### config.mk
export PLATFORM = sky130hd
export DESIGN_NAME = lif_array
export DESIGN_NICKNAME = d
export VERILOG_FILES = /design/src/rtl/lif_array.sv
export SDC_FILE = /design/constraint.sdc
export NUM_CORES = 1
export LEC_CHECK = 0
export CAP_MARGIN = 10
export CELL_PAD_IN_SITES_DETAIL_PLACEMENT = 0
export CELL_PAD_IN_SITES_GLOBAL_PLACEMENT = 1
export CORE_MARGIN = 4
export CORE_UTILIZATION = 30
export DETAILED_ROUTE_END_ITERATION = 6
export DONT_BUFFER_PORTS = 1
export GPL_ROUTABILITY_DRIVEN = 0
export PLACE_DENSITY_LB_ADDON = 0.05
export REMOVE_ABC_BUFFERS = 1
export SETUP_SLACK_MARGIN = 0.15
export SLEW_MARGIN = 20
export SYNTH_ARGS = -nofsm -noshare
export SYNTH_HDL_FRONTEND = slang
export SYNTH_SLANG_ARGS = --single-unit
### constraint.sdc
create_clock -name clk -period 9.9 [get_ports clk]
set_clock_uncertainty 0.1 [all_clocks]
set_input_delay 2.97 -clock clk [delete_from_list [all_inputs] [get_ports clk]]
set_output_delay 2.97 -clock clk [all_outputs]
set_load 0.05 [all_outputs]
### src/rtl/lif_array.sv
// Time-multiplexed leaky integrate-and-fire neuron array.
// One shared update datapath; per-neuron potential and refractory storage.
module lif_array #(
  parameter int WIDTH     = 8,
  parameter int N_NEURONS = 4,
  parameter int REFR_W    = 4,
  localparam int IDW      = (N_NEURONS > 1) ? $clog2(N_NEURONS) : 1
) (
  input  logic              clk,
  input  logic              rst_n,
  input  logic              in_valid,
  output logic              in_ready,
  input  logic [IDW-1:0]    in_id,
  input  logic [WIDTH-1:0]  in_current,
  input  logic [WIDTH-1:0]  cfg_threshold,
  input  logic [1:0]        cfg_decay,
  input  logic              cfg_reset_sub,
  input  logic [REFR_W-1:0] cfg_refractory,
  output logic              out_valid,
  input  logic              out_ready,
  output logic [IDW-1:0]    out_id,
  output logic              out_spike,
  output logic [WIDTH-1:0]  out_state
);

  typedef struct packed {
    logic [IDW-1:0]   id;
    logic             spike;
    logic [WIDTH-1:0] state;
  } out_t;

  logic [WIDTH-1:0]  state_q [N_NEURONS];
  logic [WIDTH-1:0]  state_d [N_NEURONS];
  logic [REFR_W-1:0] refr_q  [N_NEURONS];
  logic [REFR_W-1:0] refr_d  [N_NEURONS];

  logic out_valid_q;
  logic out_valid_d;
  out_t out_q;
  out_t out_d;

  logic              accept;
  logic              id_ok;
  logic [WIDTH-1:0]  cur_u;
  logic [REFR_W-1:0] cur_refr;
  logic              in_refr;
  logic [WIDTH-1:0]  dec_u;
  logic [WIDTH-1:0]  ieff;
  logic [WIDTH:0]    sum;
  logic [WIDTH-1:0]  u_sat;
  logic [WIDTH-1:0]  sub_u;
  logic              spike;
  logic [WIDTH-1:0]  new_u;
  logic [REFR_W-1:0] new_refr;

  assign in_ready = !out_valid_q || out_ready;
  assign accept   = in_valid && in_ready;

  // Loop-based read mux: IDs past N_NEURONS simply miss every entry.
  always_comb begin
    id_ok    = 1'b0;
    cur_u    = '0;
    cur_refr = '0;
    for (int i = 0; i < N_NEURONS; i++) begin
      if (in_id == IDW'(i)) begin
        id_ok    = 1'b1;
        cur_u    = state_q[i];
        cur_refr = refr_q[i];
      end
    end
  end

  always_comb begin
    unique case (cfg_decay)
      2'd0:    dec_u = cur_u >> 1;
      2'd1:    dec_u = (cur_u >> 1) + (cur_u >> 2);
      2'd2:    dec_u = (cur_u >> 1) + (cur_u >> 2) + (cur_u >> 3);
      default: dec_u = cur_u;
    endcase
  end

  always_comb begin
    in_refr = (cur_refr != '0);
    ieff    = in_refr ? '0 : in_current;
    sum     = {1'b0, dec_u} + {1'b0, ieff};
    u_sat   = sum[WIDTH] ? '1 : sum[WIDTH-1:0];
    // Fire decision looks at the potential before this update.
    spike   = !in_refr && (cur_u >= cfg_threshold);
    sub_u   = (u_sat >= cfg_threshold) ? (u_sat - cfg_threshold) : '0;
    new_u   = u_sat;
    new_refr = cur_refr;
    if (spike) begin
      new_u    = cfg_reset_sub ? sub_u : '0;
      new_refr = cfg_refractory;
    end else if (in_refr) begin
      new_refr = cur_refr - REFR_W'(1);
    end
  end

  always_comb begin
    for (int i = 0; i < N_NEURONS; i++) begin
      state_d[i] = state_q[i];
      refr_d[i]  = refr_q[i];
      if (accept && (in_id == IDW'(i))) begin
        state_d[i] = new_u;
        refr_d[i]  = new_refr;
      end
    end
  end

  always_comb begin
    out_valid_d = out_valid_q;
    out_d       = out_q;
    if (accept) begin
      out_valid_d = 1'b1;
      out_d.id    = in_id;
      out_d.spike = id_ok && spike;
      out_d.state = id_ok ? new_u : '0;
    end else if (out_ready) begin
      out_valid_d = 1'b0;
    end
  end

  always_ff @(posedge clk) begin
    if (!rst_n) begin
      for (int i = 0; i < N_NEURONS; i++) begin
        state_q[i] <= '0;
        refr_q[i]  <= '0;
      end
      out_valid_q <= 1'b0;
      out_q       <= '0;
    end else begin
      for (int i = 0; i < N_NEURONS; i++) begin
        state_q[i] <= state_d[i];
        refr_q[i]  <= refr_d[i];
      end
      out_valid_q <= out_valid_d;
      out_q       <= out_d;
    end
  end

  assign out_valid = out_valid_q;
  assign out_id    = out_q.id;
  assign out_spike = out_q.spike;
  assign out_state = out_q.state;

endmodule
==> results list <==
* Post-cts sizing count: 0
- The clock period could shrink to 9.053 ns.
- First-pass GRT wire length: 19,690 um
* Horizontal die dimension: 127.1 um
- Overflow after GRT: 0
* Global-route met3 utilization: 0.04013
- Post-CTS clock slew at the launch and capture registers of the worst setup and hold paths: 0.05 ns
- # placed instances: 643
* Buffers on Ports: 0
- Kind of capture point of the worst setup path: flip-flop
- Starting Density: 0.3064
- The share of synthesized area in the top cell type comes to 0.2824.
- The die covers 16,150 sq um.
* Number of synthesized flops with an enable pin: 0
* Maximum level of the CTS H-tree: 3
- The longest clock path from root to sink contains 2 buffers.
- For the worst setup path, the data required time is 9.97 ns.
* GR peak layer: met2
* Clock share of power: 0.370
- In this run the worst setup path begins at in_id[1].
- Cell internal power was estimated by the tool at 619.9 uW.
* Antenna-violating nets left: 0
- In this run the cell area of the synthesized design comes to 4253 sq um.
- The completed layout was analyzed and its total power is 933.3 uW.
- Seq/Total Area, Yosys: 0.2824
- The run finished with clean final reports.
- The worst setup path is of the input port to flip-flop kind.
- Summing all flip-flop and latch instances after layout gives 1201 sq um.
* Clock latency on the worst-skew pair: 0.32 ns
* Number of antenna repair diodes: 0
* Yosys cell types: 51
- The worst hold path belongs to the class flip-flop to flip-flop.
* Post-synthesis async set-or-reset flop share: 0
* Library cell with the highest instance count after synthesis: o21ai_0
- Detailed routing inserted a total of 3,572 vias.
- Entering global routing, the biggest net connects 65 pins.
* Initial antenna violation count: 0
- By area the synthesized netlist is led by dfxtp_1, ha_1, mux4_2.
- Share of post-route cells with drive strength above 1: 0.09603
- Final TNS setup: 0 ns
- # IOs: 42
* Hold violation total from the final report: 0
- CTS tree: built
* P&R area growth vs syn: 11.86%
- Post-Route Utilization: 0.3427
- The via count of the first global-routing pass came to 3,438.
- The worst register-to-register path begins at state_q[3][3].
- For this run, global-route usage on met2 was measured as 0.2509.
* Crit-path max FO: 18
* DR pass1 iterations: 4
* GRT Util Overall: 0.1559
- Among all flip-flop cells after synthesis, the most frequent one is dfxtp_1.
- Die Span Y: 127.1 um
* Worst R2R Setup Slack: 3.21 ns
- Total area of multi-input combinational cells: 2859 sq um
- By count the netlist is led by o21ai_0, dfxtp_1, a21oi_1.
* # setup viols final: 0
- Peak VDD IR: 112.0 uV
- Reg power frac: 0.305
- DR WL/cell: 18.53 um
* Leakage: 0.001870 uW
- P per Cell Area: 196.2 nW/um^2
* Row count: 43
- Number of buffers added by the clock tree synthesis step: 9
- Wire length after detailed routing: 12,210 um
- Fin. max-slew vios: 0
- For met1 alone, demand over resource in global routing was 0.2072.
- Data on the critical path arrives at its endpoint at 9.12 ns.
* Slew Limit Headroom: 0.3500
* Share of total power in combinational logic: 0.325
* Portion of the clock cycle consumed by the worst path in the final layout: 0.9145
- The most critical setup path has its endpoint at out_state[3].
- Using the TritonRoute via totals, the vias-per-cell ratio works out to 5.420.
* Number of hold-repair buffers added at the cts stage: 0
- For the worst flop-to-flop path, the logic depth is 27.
- STA classifies the critical path startpoint as an input port.
- Based on the critical path, the design can be clocked at up to 0.1105 GHz.
- Critical-path cell with the highest stage delay: mux4_2
* R2R Path End: out_state[3]
- Summed over all instances, the cell type with the most area after synthesis is dfxtp_1.
- For this run, the number of standard cells in the final layout without fillers is 659.
- Setup fix buffers added after clock tree synthesis: 0
- The wire-length estimate of the detail-placed layout is 9023 um.
- Clock tree root buffer cell: clkbuf_16
* Worst slew pin tran: 0.9750 ns
* CTS sink cnt: 60
* Gate count of the mapped netlist: 486
* DRC: 0
- Counting the fill cells in the layout gives 1,469.
- For this run, the slowest stage of the critical path takes 0.62 ns.
- Number of maximum-capacitance violations: 0
- Psw: 313.4 uW
- After floorplanning, the core was sized to cover 13,880 sq um.
- Violation count after the first detailed-route iteration: 223
- Number of warnings issued by yosys: 0
* RSZ-0062 raised after global routing: no
* Average instance area after synthesis: 8.751 sq um
- Layout Nets: 544
* Switch share: 0.3358
- FF+latch count, synth: 60
[area by class of cell]
type / count / share of cell area
clock buffer: 12 / 0.05602
clock inverter: 4 / 0.01473
inverter: 30 / 0.02367
multi-input combinational: 370 / 0.6010
sequential: 60 / 0.2525
tap: 180 / 0.04734
timing repair buffer: 3 / 0.004734
[through the flow]
step / hold slack, ns / area [sq um] / setup WS, ns
floorplan: 0.3431 / 4140 / 1.164
global placement: 0.3590 / 4413 / 0.4863
detailed placement: 0.3644 / 4413 / 0.4937
CTS: 0.3713 / 4750 / 0.8182
global route: 0.3961 / 4757 / 0.2289
finish: 0.3689 / 4757 / 0.8469
[cell usage in the layout, fill, tap and decap left out, drive strengths merged, types with 4 or more instances in the layout]
master   n
o21ai   70
dfxtp   60
a21oi   43
ha      38
inv     30
a31oi   23
nor2    23
mux4    19
nand2   17
a211oi  15
xnor2   14
clkbuf  12
and2    10
nand3   10
nor3     9
o211ai   7
nand2b   7
nor2b    6
o22ai    6
a21o     5
xor2     5
mux2i    5
a21boi   4
[critical path, delay by kind of cell]
| kind | cells | cell delay [ns] |
|---|---|---|
| buffers and inverters | 2 | 0.24 |
| xor gates and xnor gates | 2 | 0.33 |
| and+or+nand+nor | 7 | 1.14 |
| muxes | 2 | 1.17 |
| AOI/OAI and AO/OA | 10 | 1.88 |
| adders and majority gates | 4 | 1.38 |
[cell families after synthesis]
kind of cell               count (synthesis)  synth area share
adders and majority gates                 42            0.1283
AOI/OAI and AO/OA                        190            0.2674
muxes                                     24            0.1142
and+or+nand+nor                           95            0.1156
xor gates and xnor gates                  19           0.03913
buffers and inverters                     56           0.05296
DFF                                       60            0.2824
[power by group through the flow]
stage	combinational [uW]	sequential (uW)	clock [uW]
CTS	304	285	351
finish	303	285	345
floorplan	225	286	0
global placement	306	290	0
detailed placement	302	290	0
global route	343	287	363
[routing by layer]
metal | vias to the layer above | wire length [um]
li1 | 1797 | -
met1 | 1681 | 5788
met2 | 85 | 5619
met3 | 9 | 674
met4 | 0 | 129
met5 | - | 0
[registers in the layout (all words and copies together), names as in the netlist]
name       flops
out_id         2
out_spike      1
out_state      8
out_valid      1
refr_q        16
state_q       32
[worst min path at each step]
stage                             from      endpoint  slack (ns)  cells after the start
after detailed placement  refr_q[2][1]  refr_q[2][1]        0.36                      2
after floorplan           refr_q[2][1]  refr_q[2][1]        0.34                      2
after global routing      refr_q[1][1]  refr_q[1][1]        0.40                      2
after global placement    refr_q[1][1]  refr_q[1][1]        0.36                      2
after CTS                 refr_q[2][1]  refr_q[2][1]        0.37                      2
final                     refr_q[2][1]  refr_q[2][1]        0.37                      2
Note: power is estimated with default switching activity, not from simulation.
